<file path="config.mk">
export PLATFORM = sky130hd
export DESIGN_NAME = inst_bus_arbiter_flat
export DESIGN_NICKNAME = d
export VERILOG_FILES = /design/src/rtl/inst_bus_arbiter_pkg.sv /design/src/rtl/inst_bus_arbiter_if.sv /design/src/rtl/inst_bus_arbiter_starve_counter.sv /design/src/rtl/inst_bus_arbiter.sv /design/src/flat_wrapper.sv
export SDC_FILE = /design/constraint.sdc
export NUM_CORES = 1
export LEC_CHECK = 0
export BUFFER_PORTS_ARGS = -buffer_cell sky130_fd_sc_hd__buf_2
export CAP_MARGIN = 20
export CORE_MARGIN = 2
export CORE_UTILIZATION = 30
export DETAILED_ROUTE_END_ITERATION = 6
export PLACE_DENSITY_LB_ADDON = 0.15
export SLEW_MARGIN = 40
export SYNTH_ARGS = -nofsm -noshare
export SYNTH_HDL_FRONTEND = slang
export SYNTH_SLANG_ARGS = --single-unit
</file>
<file path="constraint.sdc">
create_clock -name clk -period 1.8 [get_ports clk]
set_input_delay 0.36 -clock clk [delete_from_list [all_inputs] [get_ports clk]]
set_output_delay 0.36 -clock clk [all_outputs]
set_load 0.05 [all_outputs]
</file>
<file path="src/rtl/inst_bus_arbiter_pkg.sv">
// rtl/inst_bus_arbiter_pkg.sv - shared types for the instruction-ROM port arbiter
package inst_bus_arbiter_pkg;

  typedef logic [31:0] inst_data_t;

  localparam logic CHIP_ENABLE  = 1'b1;
  localparam logic CHIP_DISABLE = 1'b0;

  // Encodes which response, if any, is presented this cycle
  typedef enum logic [1:0] {
    ARB_IDLE,
    ARB_IF_RESP,
    ARB_MEM_RESP
  } arb_state_t;

endpackage

</file>
<file path="src/rtl/inst_bus_arbiter_if.sv">
// rtl/inst_bus_arbiter_if.sv - instruction ROM bus (chip enable, address, read data)
interface inst_bus_arbiter_if #(
  parameter int ADDR_W = 32
);
  import inst_bus_arbiter_pkg::*;

  logic              ce;
  logic [ADDR_W-1:0] addr;
  inst_data_t        data;

  modport master (output ce, output addr, input data);
  modport slave  (input ce, input addr, output data);

endinterface

</file>
<file path="src/rtl/inst_bus_arbiter_starve_counter.sv">
// rtl/inst_bus_arbiter_starve_counter.sv - saturating count of consecutive IF losses
module arb_starve_counter #(
  parameter int STARVE_MAX = 4
) (
  input  logic clk,
  input  logic rst_n,
  input  logic if_req,
  input  logic if_gnt,
  input  logic mem_gnt,
  output logic force_if
);

  localparam logic [3:0] CNT_MAX = 4'(STARVE_MAX);

  logic [3:0] cnt;

  always_ff @(posedge clk) begin
    if (!rst_n) begin
      cnt <= 4'd0;
    end else if (!if_req || if_gnt) begin
      cnt <= 4'd0;
    end else if (mem_gnt && cnt != CNT_MAX) begin
      cnt <= cnt + 4'd1;
    end
  end

  assign force_if = (cnt == CNT_MAX);

endmodule

</file>
<file path="src/rtl/inst_bus_arbiter.sv">
// rtl/inst_bus_arbiter.sv - shares the instruction ROM between IF fetch and MEM code reads
module inst_bus_arbiter
  import inst_bus_arbiter_pkg::*;
#(
  parameter int ADDR_W     = 32,
  parameter int STARVE_MAX = 4
) (
  input  logic               clk,
  input  logic               rst_n,

  input  logic               if_req,
  input  logic [ADDR_W-1:0]  if_addr,
  input  logic               if_flush,
  output logic               if_gnt,
  output logic               if_rvalid,
  output inst_data_t         if_rdata,

  input  logic               mem_req,
  input  logic [ADDR_W-1:0]  mem_addr,
  output logic               mem_gnt,
  output logic               mem_rvalid,
  output inst_data_t         mem_rdata,

  inst_bus_arbiter_if.master rom
);

  arb_state_t state;
  logic       force_if;
  logic       flush_q;
  inst_data_t if_data_q;
  inst_data_t if_rdata_hold;

  arb_starve_counter #(
    .STARVE_MAX (STARVE_MAX)
  ) u_starve (
    .clk      (clk),
    .rst_n    (rst_n),
    .if_req   (if_req),
    .if_gnt   (if_gnt),
    .mem_gnt  (mem_gnt),
    .force_if (force_if)
  );

  // MEM has priority unless IF has lost too many times in a row
  assign if_gnt  = rst_n && if_req && (!mem_req || force_if);
  assign mem_gnt = rst_n && mem_req && !(if_req && force_if);

  always_comb begin
    rom.ce   = CHIP_DISABLE;
    rom.addr = '0;
    if (if_gnt) begin
      rom.ce   = CHIP_ENABLE;
      rom.addr = if_addr;
    end else if (mem_gnt) begin
      rom.ce   = CHIP_ENABLE;
      rom.addr = mem_addr;
    end
  end

  always_ff @(posedge clk) begin
    if (!rst_n) begin
      state         <= ARB_IDLE;
      flush_q       <= 1'b0;
      if_data_q     <= '0;
      if_rdata_hold <= '0;
      mem_rdata     <= '0;
    end else begin
      if (if_gnt)       state <= ARB_IF_RESP;
      else if (mem_gnt) state <= ARB_MEM_RESP;
      else              state <= ARB_IDLE;

      flush_q <= if_gnt && if_flush;
      if (if_gnt)    if_data_q     <= rom.data;
      if (if_rvalid) if_rdata_hold <= if_data_q;
      if (mem_gnt)   mem_rdata     <= rom.data;
    end
  end

  // A flush in the presentation cycle also kills the response, so if_rdata
  // only adopts the fetched word when the response is actually delivered.
  assign if_rvalid  = (state == ARB_IF_RESP) && !flush_q && !if_flush;
  assign if_rdata   = if_rvalid ? if_data_q : if_rdata_hold;
  assign mem_rvalid = (state == ARB_MEM_RESP);

endmodule

</file>
<file path="src/flat_wrapper.sv">
// flat-port wrapper written by rule: the top's interface ports become plain ports
module inst_bus_arbiter_flat import inst_bus_arbiter_pkg::*;
#(
  parameter int ADDR_W     = 32,
  parameter int STARVE_MAX = 4
)
  (clk, rst_n, if_req, if_addr, if_flush, if_gnt, if_rvalid, if_rdata, mem_req, mem_addr, mem_gnt, mem_rvalid, mem_rdata, rom_ce, rom_addr, rom_data);
  inst_bus_arbiter_if #(.ADDR_W(ADDR_W)) rom_i ();
  input  logic clk;
  input  logic rst_n;
  input  logic if_req;
  input  logic [ADDR_W-1:0] if_addr;
  input  logic if_flush;
  output logic if_gnt;
  output logic if_rvalid;
  output inst_data_t if_rdata;
  input  logic mem_req;
  input  logic [ADDR_W-1:0] mem_addr;
  output logic mem_gnt;
  output logic mem_rvalid;
  output inst_data_t mem_rdata;
  output wire logic [$bits(rom_i.ce)-1:0] rom_ce;
  output wire logic [$bits(rom_i.addr)-1:0] rom_addr;
  input wire logic [$bits(rom_i.data)-1:0] rom_data;
  assign rom_ce = rom_i.ce;
  assign rom_addr = rom_i.addr;
  assign rom_i.data = rom_data;
  inst_bus_arbiter #(.ADDR_W(ADDR_W), .STARVE_MAX(STARVE_MAX)) u_core (.clk(clk), .rst_n(rst_n), .if_req(if_req), .if_addr(if_addr), .if_flush(if_flush), .if_gnt(if_gnt), .if_rvalid(if_rvalid), .if_rdata(if_rdata), .mem_req(mem_req), .mem_addr(mem_addr), .mem_gnt(mem_gnt), .mem_rvalid(mem_rvalid), .mem_rdata(mem_rdata), .rom(rom_i));
endmodule
</file>
; ---- Yosys cells after proc, flatten, opt, wreduce, memory -nomap -nowiden
; Cells that the tools add are included.
[word_totals]
ff_bits = 103
out_inout_bits = 101
[op_classes]
add_sub_neg = 1
n_eq_ne = 4
mux = 7
bitwise_logic = 1
reduce_logical = 18
[op_table]
columns = op, count
row1 = two-way mux 32 bit, 3
row2 = logical AND 1 bit, 9
row3 = zero test 1 bit, 5
row4 = adder 4 x 1 -> 4 bit (second input constant), 1
row5 = == test 4 x 3 -> 1 bit (second input constant), 1
row6 = != test 4 x 3 -> 1 bit (second input constant), 1
row7 = OR reduction 2 bit, 2
row8 = two-way mux 1 bit, 3
row9 = == test 2 x 1 -> 1 bit (second input constant), 1
row10 = == test 2 bit (second input constant), 1
row11 = logical OR 1 bit, 2
row12 = two-way mux 2 bit, 1
row13 = NOT 1 bit, 1

; ---- Longest topological paths before layout
[depth]
depth_word = 6
ltp_mapped = 7
ltp_nobuf = 5

; ---- Cells and area by module
; From an unflattened synthesis, not the netlist that was laid out.
[unflattened]
cells_unflattened = 420
area_unflattened_um2 = 4384.2
[by_module_without_submodules]
columns = module, n_inst, cells_each, area_per_inst_um2, seq_area_each_um2
row1 = inst_bus_arbiter, 1, 394, 4159.0, 1981.9
row2 = arb_starve_counter, 1, 26, 225.2, 80.1

; ---- Worst setup path before layout
; OpenSTA, ideal clock, no wires.
[synth_path]
path_kind = reg-to-output
startpoint = register u_core.u_starve.cnt[0]
endpoint = output port rom_addr[10]
arrival_time_ns = 1.802
t_required_ns = 1.440
slack_ns = -0.362
path_stages_with_launch = 8
path_cell_list = dfxtp_1 > inv_1 > ha_1 > nand4b_1 > and3_1 > buf_2 > buf_1 > a22o_1
[synth_between]
elab_chain_cells = 6
word_cells_on_any_way = 8
[synth_lines]
columns = item, line
row1 = from (decl), inst_bus_arbiter_starve_counter.sv:15  ; logic [3:0] cnt;
row2 = from (signal assigned), inst_bus_arbiter_starve_counter.sv:23  ; cnt <= cnt + 4'd1;
row3 = == test 4 x 3 -> 1 bit *, inst_bus_arbiter_starve_counter.sv:27  ; assign force_if = (cnt == CNT_MAX);
row4 = logical AND 1 bit, inst_bus_arbiter.sv:46  ; assign mem_gnt = rst_n && mem_req && !(if_req && force_if);
row5 = zero test 1 bit, inst_bus_arbiter.sv:46
row6 = logical AND 1 bit, inst_bus_arbiter.sv:46
row7 = two-way mux 32 bit, inst_bus_arbiter.sv:54  ; end else if (mem_gnt) begin
row8 = two-way mux 32 bit *, inst_bus_arbiter.sv:51  ; if (if_gnt) begin
row9 = to (decl), flat_wrapper.sv:23  ; output wire logic [$bits(rom_i.addr)-1:0] rom_addr;
; Mark *: on every way between the ends. The rest lies on a longest branch, timed or not.

; ---- Worst setup path after layout
[layout_path]
startpoint = register u_core.u_starve.cnt[0]
endpoint = output port rom_addr[3]
; The elaborated chain is that of the path after synthesis.

==> impl_metrics.yaml <==
worst_setup_path:
  cp_data_required_time_ps: 1440
  critPathMaxStageDelay_ps: 320
  reg2regPathDepth: 9
  cp-endpoint: "rom_addr[3]"
  crit_slowest_cell: "dfxtp_2"
  r2r_end: "u_core.if_data_q[18]$_SDFFE_PN0P_"
  rrSetupSlack_ps: 70
  r2r_start: "u_core.u_starve.cnt[0]$_SDFFE_PP0P_"
  cp_top_family: "buffers and inverters"
  cp_num_cells: 8
  startpoint: "u_core.u_starve.cnt[0]$_SDFFE_PP0P_"
  worstPathArrival_ps: 1820
  crit_buf_inv: 4
  cp_max_fo: 7
  worstSetupPathType: "register to primary output"
  crit_path_start_kind: "register"
  worstSetupEndpointType: "primary output"
  path_cells: "inv_2 -> ha_4 -> nand3b_1 -> a21oi_4 -> buf_6 -> buf_12 -> a22o_4 -> buf_8"
timing:
  drv_slew: 0
  timing.setup.tns_ps: -22440
  rsz0062_at_grt: "true"
  setup_slack_ps: -379
  hold_viol_final: 0
  maxSlewHeadroom: 0.732
  fin_crit_sh: 1.21
  fin_skew_ps: 6.01
  setup_viol: 67
  min_period_ps: 2180
  worstMarginPinSlew_ps: 402
  fmax_mhz: 459
finish:
  fillCellCount: 1190
  fin_util: 0.526
  areaGrowthSynthToFinish_pct: 70.1
  drive_gt1_frac: 0.567
  fin_cells: 790
  fin_nets: 712
  num_antenna_cells: 0
detailed_routing:
  routed_via_density: 4.50
  vias: 3554
  drt_first_pass_iters: 4
  avgRoutedWirePerCell_um: 15.8
  final_antenna_net_count: 0
  drc: 0
  wl_um: 12500
  drt_first_iter_violations: 80
floorplan:
  rows: 42
  start_util: 0.309
  core-area_sq_mm: 0.0133
  die_width_um: 121
  io_pins: 202
  dieArea_sq_mm: 0.0147
  die_y_um: 121
clock_tree:
  insertion_delay_ps: 350
  htreeDepth: 3
  cts-root-buf: "clkbuf_16"
  cts_made_buffers: 9
  cts_max_path_buffers: 2
  cts.sinks: 103
  path_clk_slew_ps: 70
  cts_tree: "built"
placed_design:
  dp.cells: 757
  hpwl_um: 8550
  pre_cts_ws_ps: -241
  port_buffers: 201
  place.gp.congestion: 0.778
yosys:
  synth.distinct_cells: 28
  synth.cell_area_sq_mm: 0.00411
  yosys_register_bits: 103
  synth_top_area_frac: 0.502
  ys_warn_count: 0
  syn_inst: 382
  yosys-top-cells-area: "dfxtp_1, a22o_1, mux2_2"
  yosysSeqAreaShare: 0.502
  synth.avg_cell_area_sq_um: 10.8
  synth_nets: 485
  yosysTopAreaCell: "dfxtp_1"
global_routing:
  grt_usage: 0.164
  gr-total-overflow: 0
  grt_pass1_vias: 3683
  grt_antenna_before_repair: 0
  grt_pass1_wl_um: 18600
  grt_max_degree: 57
hold_path:
  hold_path.class: "input pin to register"
pwr:
  p_leak_uw: 0.00341
  vdd_ir_drop_max_mv: 0.459
  power.density_mw_per_mm2: 810
outcome:
  status: "finished, violations left"
  violations: "negative setup slack"
job:
  maxCapViolations: 0
==> registers in the layout (all words and copies together), names as in the netlist <==
| register | flops |
|---|---|
| u_core.if_data_q | 32 |
| u_core.u_starve.cnt | 4 |
| u_core.flush_q | 1 |
| u_core.state | 2 |
| u_core.mem_rdata | 32 |
| u_core.if_rdata_hold | 32 |
==> logic make-up after synthesis <==
logic type | share of synthesized area
buffers and inverters | 0.0685
multiplexers | 0.170
flip-flops | 0.502
XOR/XNOR | 0.00213
AO/OA/AOI/OAI | 0.141
adder cells (fa/ha/maj) | 0.00609
AND/OR/NAND/NOR | 0.111
==> metrics by stage <==
step           hold slack [ps]  power (uW)  instance area, sq um
3_5_place_dp               445        3510                  5750
2_1_floorplan              430        3170                  4440
4_1_cts                    225        5690                  6750
5_1_grt                    235        5900                  6990
3_3_place_gp               440        3510                  5750
6_report                   241        5660                  6990
==> timing repair <==
action,in CTS,in global routing
pin swaps,5,5
buffers inserted,6,3
gates resized for setup,175,34
endpoints found under the hold margin,0,0
endpoints found under the setup margin,67,68
hold buffers,0,0
gates cloned,4,4
==> worst register-to-register path, cell delays in order, from the launching register on <==
cell,delay (ps)
dfxtp_2,340
inv_2,40
ha_4,150
nand3b_1,140
a21oi_4,100
buf_6,140
clkbuf_16,160
buf_4,140
buf_4,180
a22o_1,240
==> cell usage in the layout (no fill, tap or decap), types with 11 or more instances in the layout <==
cell type  Yosys  routed
buf_6          3      49
and2_2        17      17
a22o_1        64      32
inv_1         35      33
clkbuf_16      0      12
a22o_4         0      32
dfxtp_1      103     100
buf_12         0      11
mux2i_1       33      33
mux2_4         2      29
nand2_1       33      33
and2_1        16      16
buf_2         12     134
buf_8          0      21
buf_4          2      23
==> worst min-delay path by stage <==
stage | startpoint | end | cells past startpoint
4_1_cts | rom_data[27] | u_core.if_data_q[27]$_SDFFE_PN0P_ | 2
5_1_grt | rom_data[16] | u_core.if_data_q[16]$_SDFFE_PN0P_ | 2
3_3_place_gp | u_core.mem_rdata[15]$_SDFFE_PN0N_ | u_core.mem_rdata[15]$_SDFFE_PN0N_ | 2
2_1_floorplan | u_core.u_starve.cnt[0]$_SDFFE_PP0P_ | u_core.u_starve.cnt[0]$_SDFFE_PP0P_ | 1
6_report | rom_data[27] | u_core.if_data_q[27]$_SDFFE_PN0P_ | 2
3_5_place_dp | u_core.mem_rdata[5]$_SDFFE_PN0N_ | u_core.mem_rdata[5]$_SDFFE_PN0N_ | 2
==> synthesized netlist by cell type <==
| cell | count |
|---|---|
| nand4b_1 | 1 |
| inv_1 | 35 |
| a22o_1 | 64 |
| a21oi_1 | 2 |
| buf_1 | 1 |
| mux2i_1 | 33 |
| dfxtp_1 | 103 |
| mux2_2 | 30 |
| nand3_1 | 1 |
| and2_2 | 17 |
| buf_4 | 2 |
| nor4b_4 | 1 |
| nor2_1 | 4 |
| and2_1 | 16 |
| o21a_1 | 1 |
| nor3b_1 | 1 |
| buf_2 | 12 |
| mux2_4 | 2 |
| clkbuf_1 | 10 |
| buf_6 | 3 |
| nand4_1 | 1 |
| nand2_1 | 33 |
| ha_1 | 2 |
| and3_1 | 3 |
| nand2b_1 | 1 |
| xnor2_1 | 1 |
| nand3b_1 | 1 |
| nor2b_1 | 1 |
==> per-layer routing <==
layer	GRT usage	routed length, um
met2	0.283	6080
met3	0.0569	1070
met5	0	0
met1	0.192	5250
met4	0.0480	111
==> cell type report <==
class	instances	area, sq um	area share
Tap cell	176	220	0.0315
Timing Repair Buffer	244	2090	0.299
Multi-Input combinational cell	216	2180	0.311
Sequential cell	103	2070	0.295
Clock inverter	3	50.0	0.00716
Clock buffer	13	260	0.0372
Inverter	35	131	0.0188
==> power breakdown <==
group / leakage, uW / internal [uW] / switching, uW
combinational: 0.00241 / 495 / 709
sequential: 0.000843 / 2380 / 51.0
clock: 0.000152 / 1170 / 860
(Power assumes the default switching activity.)
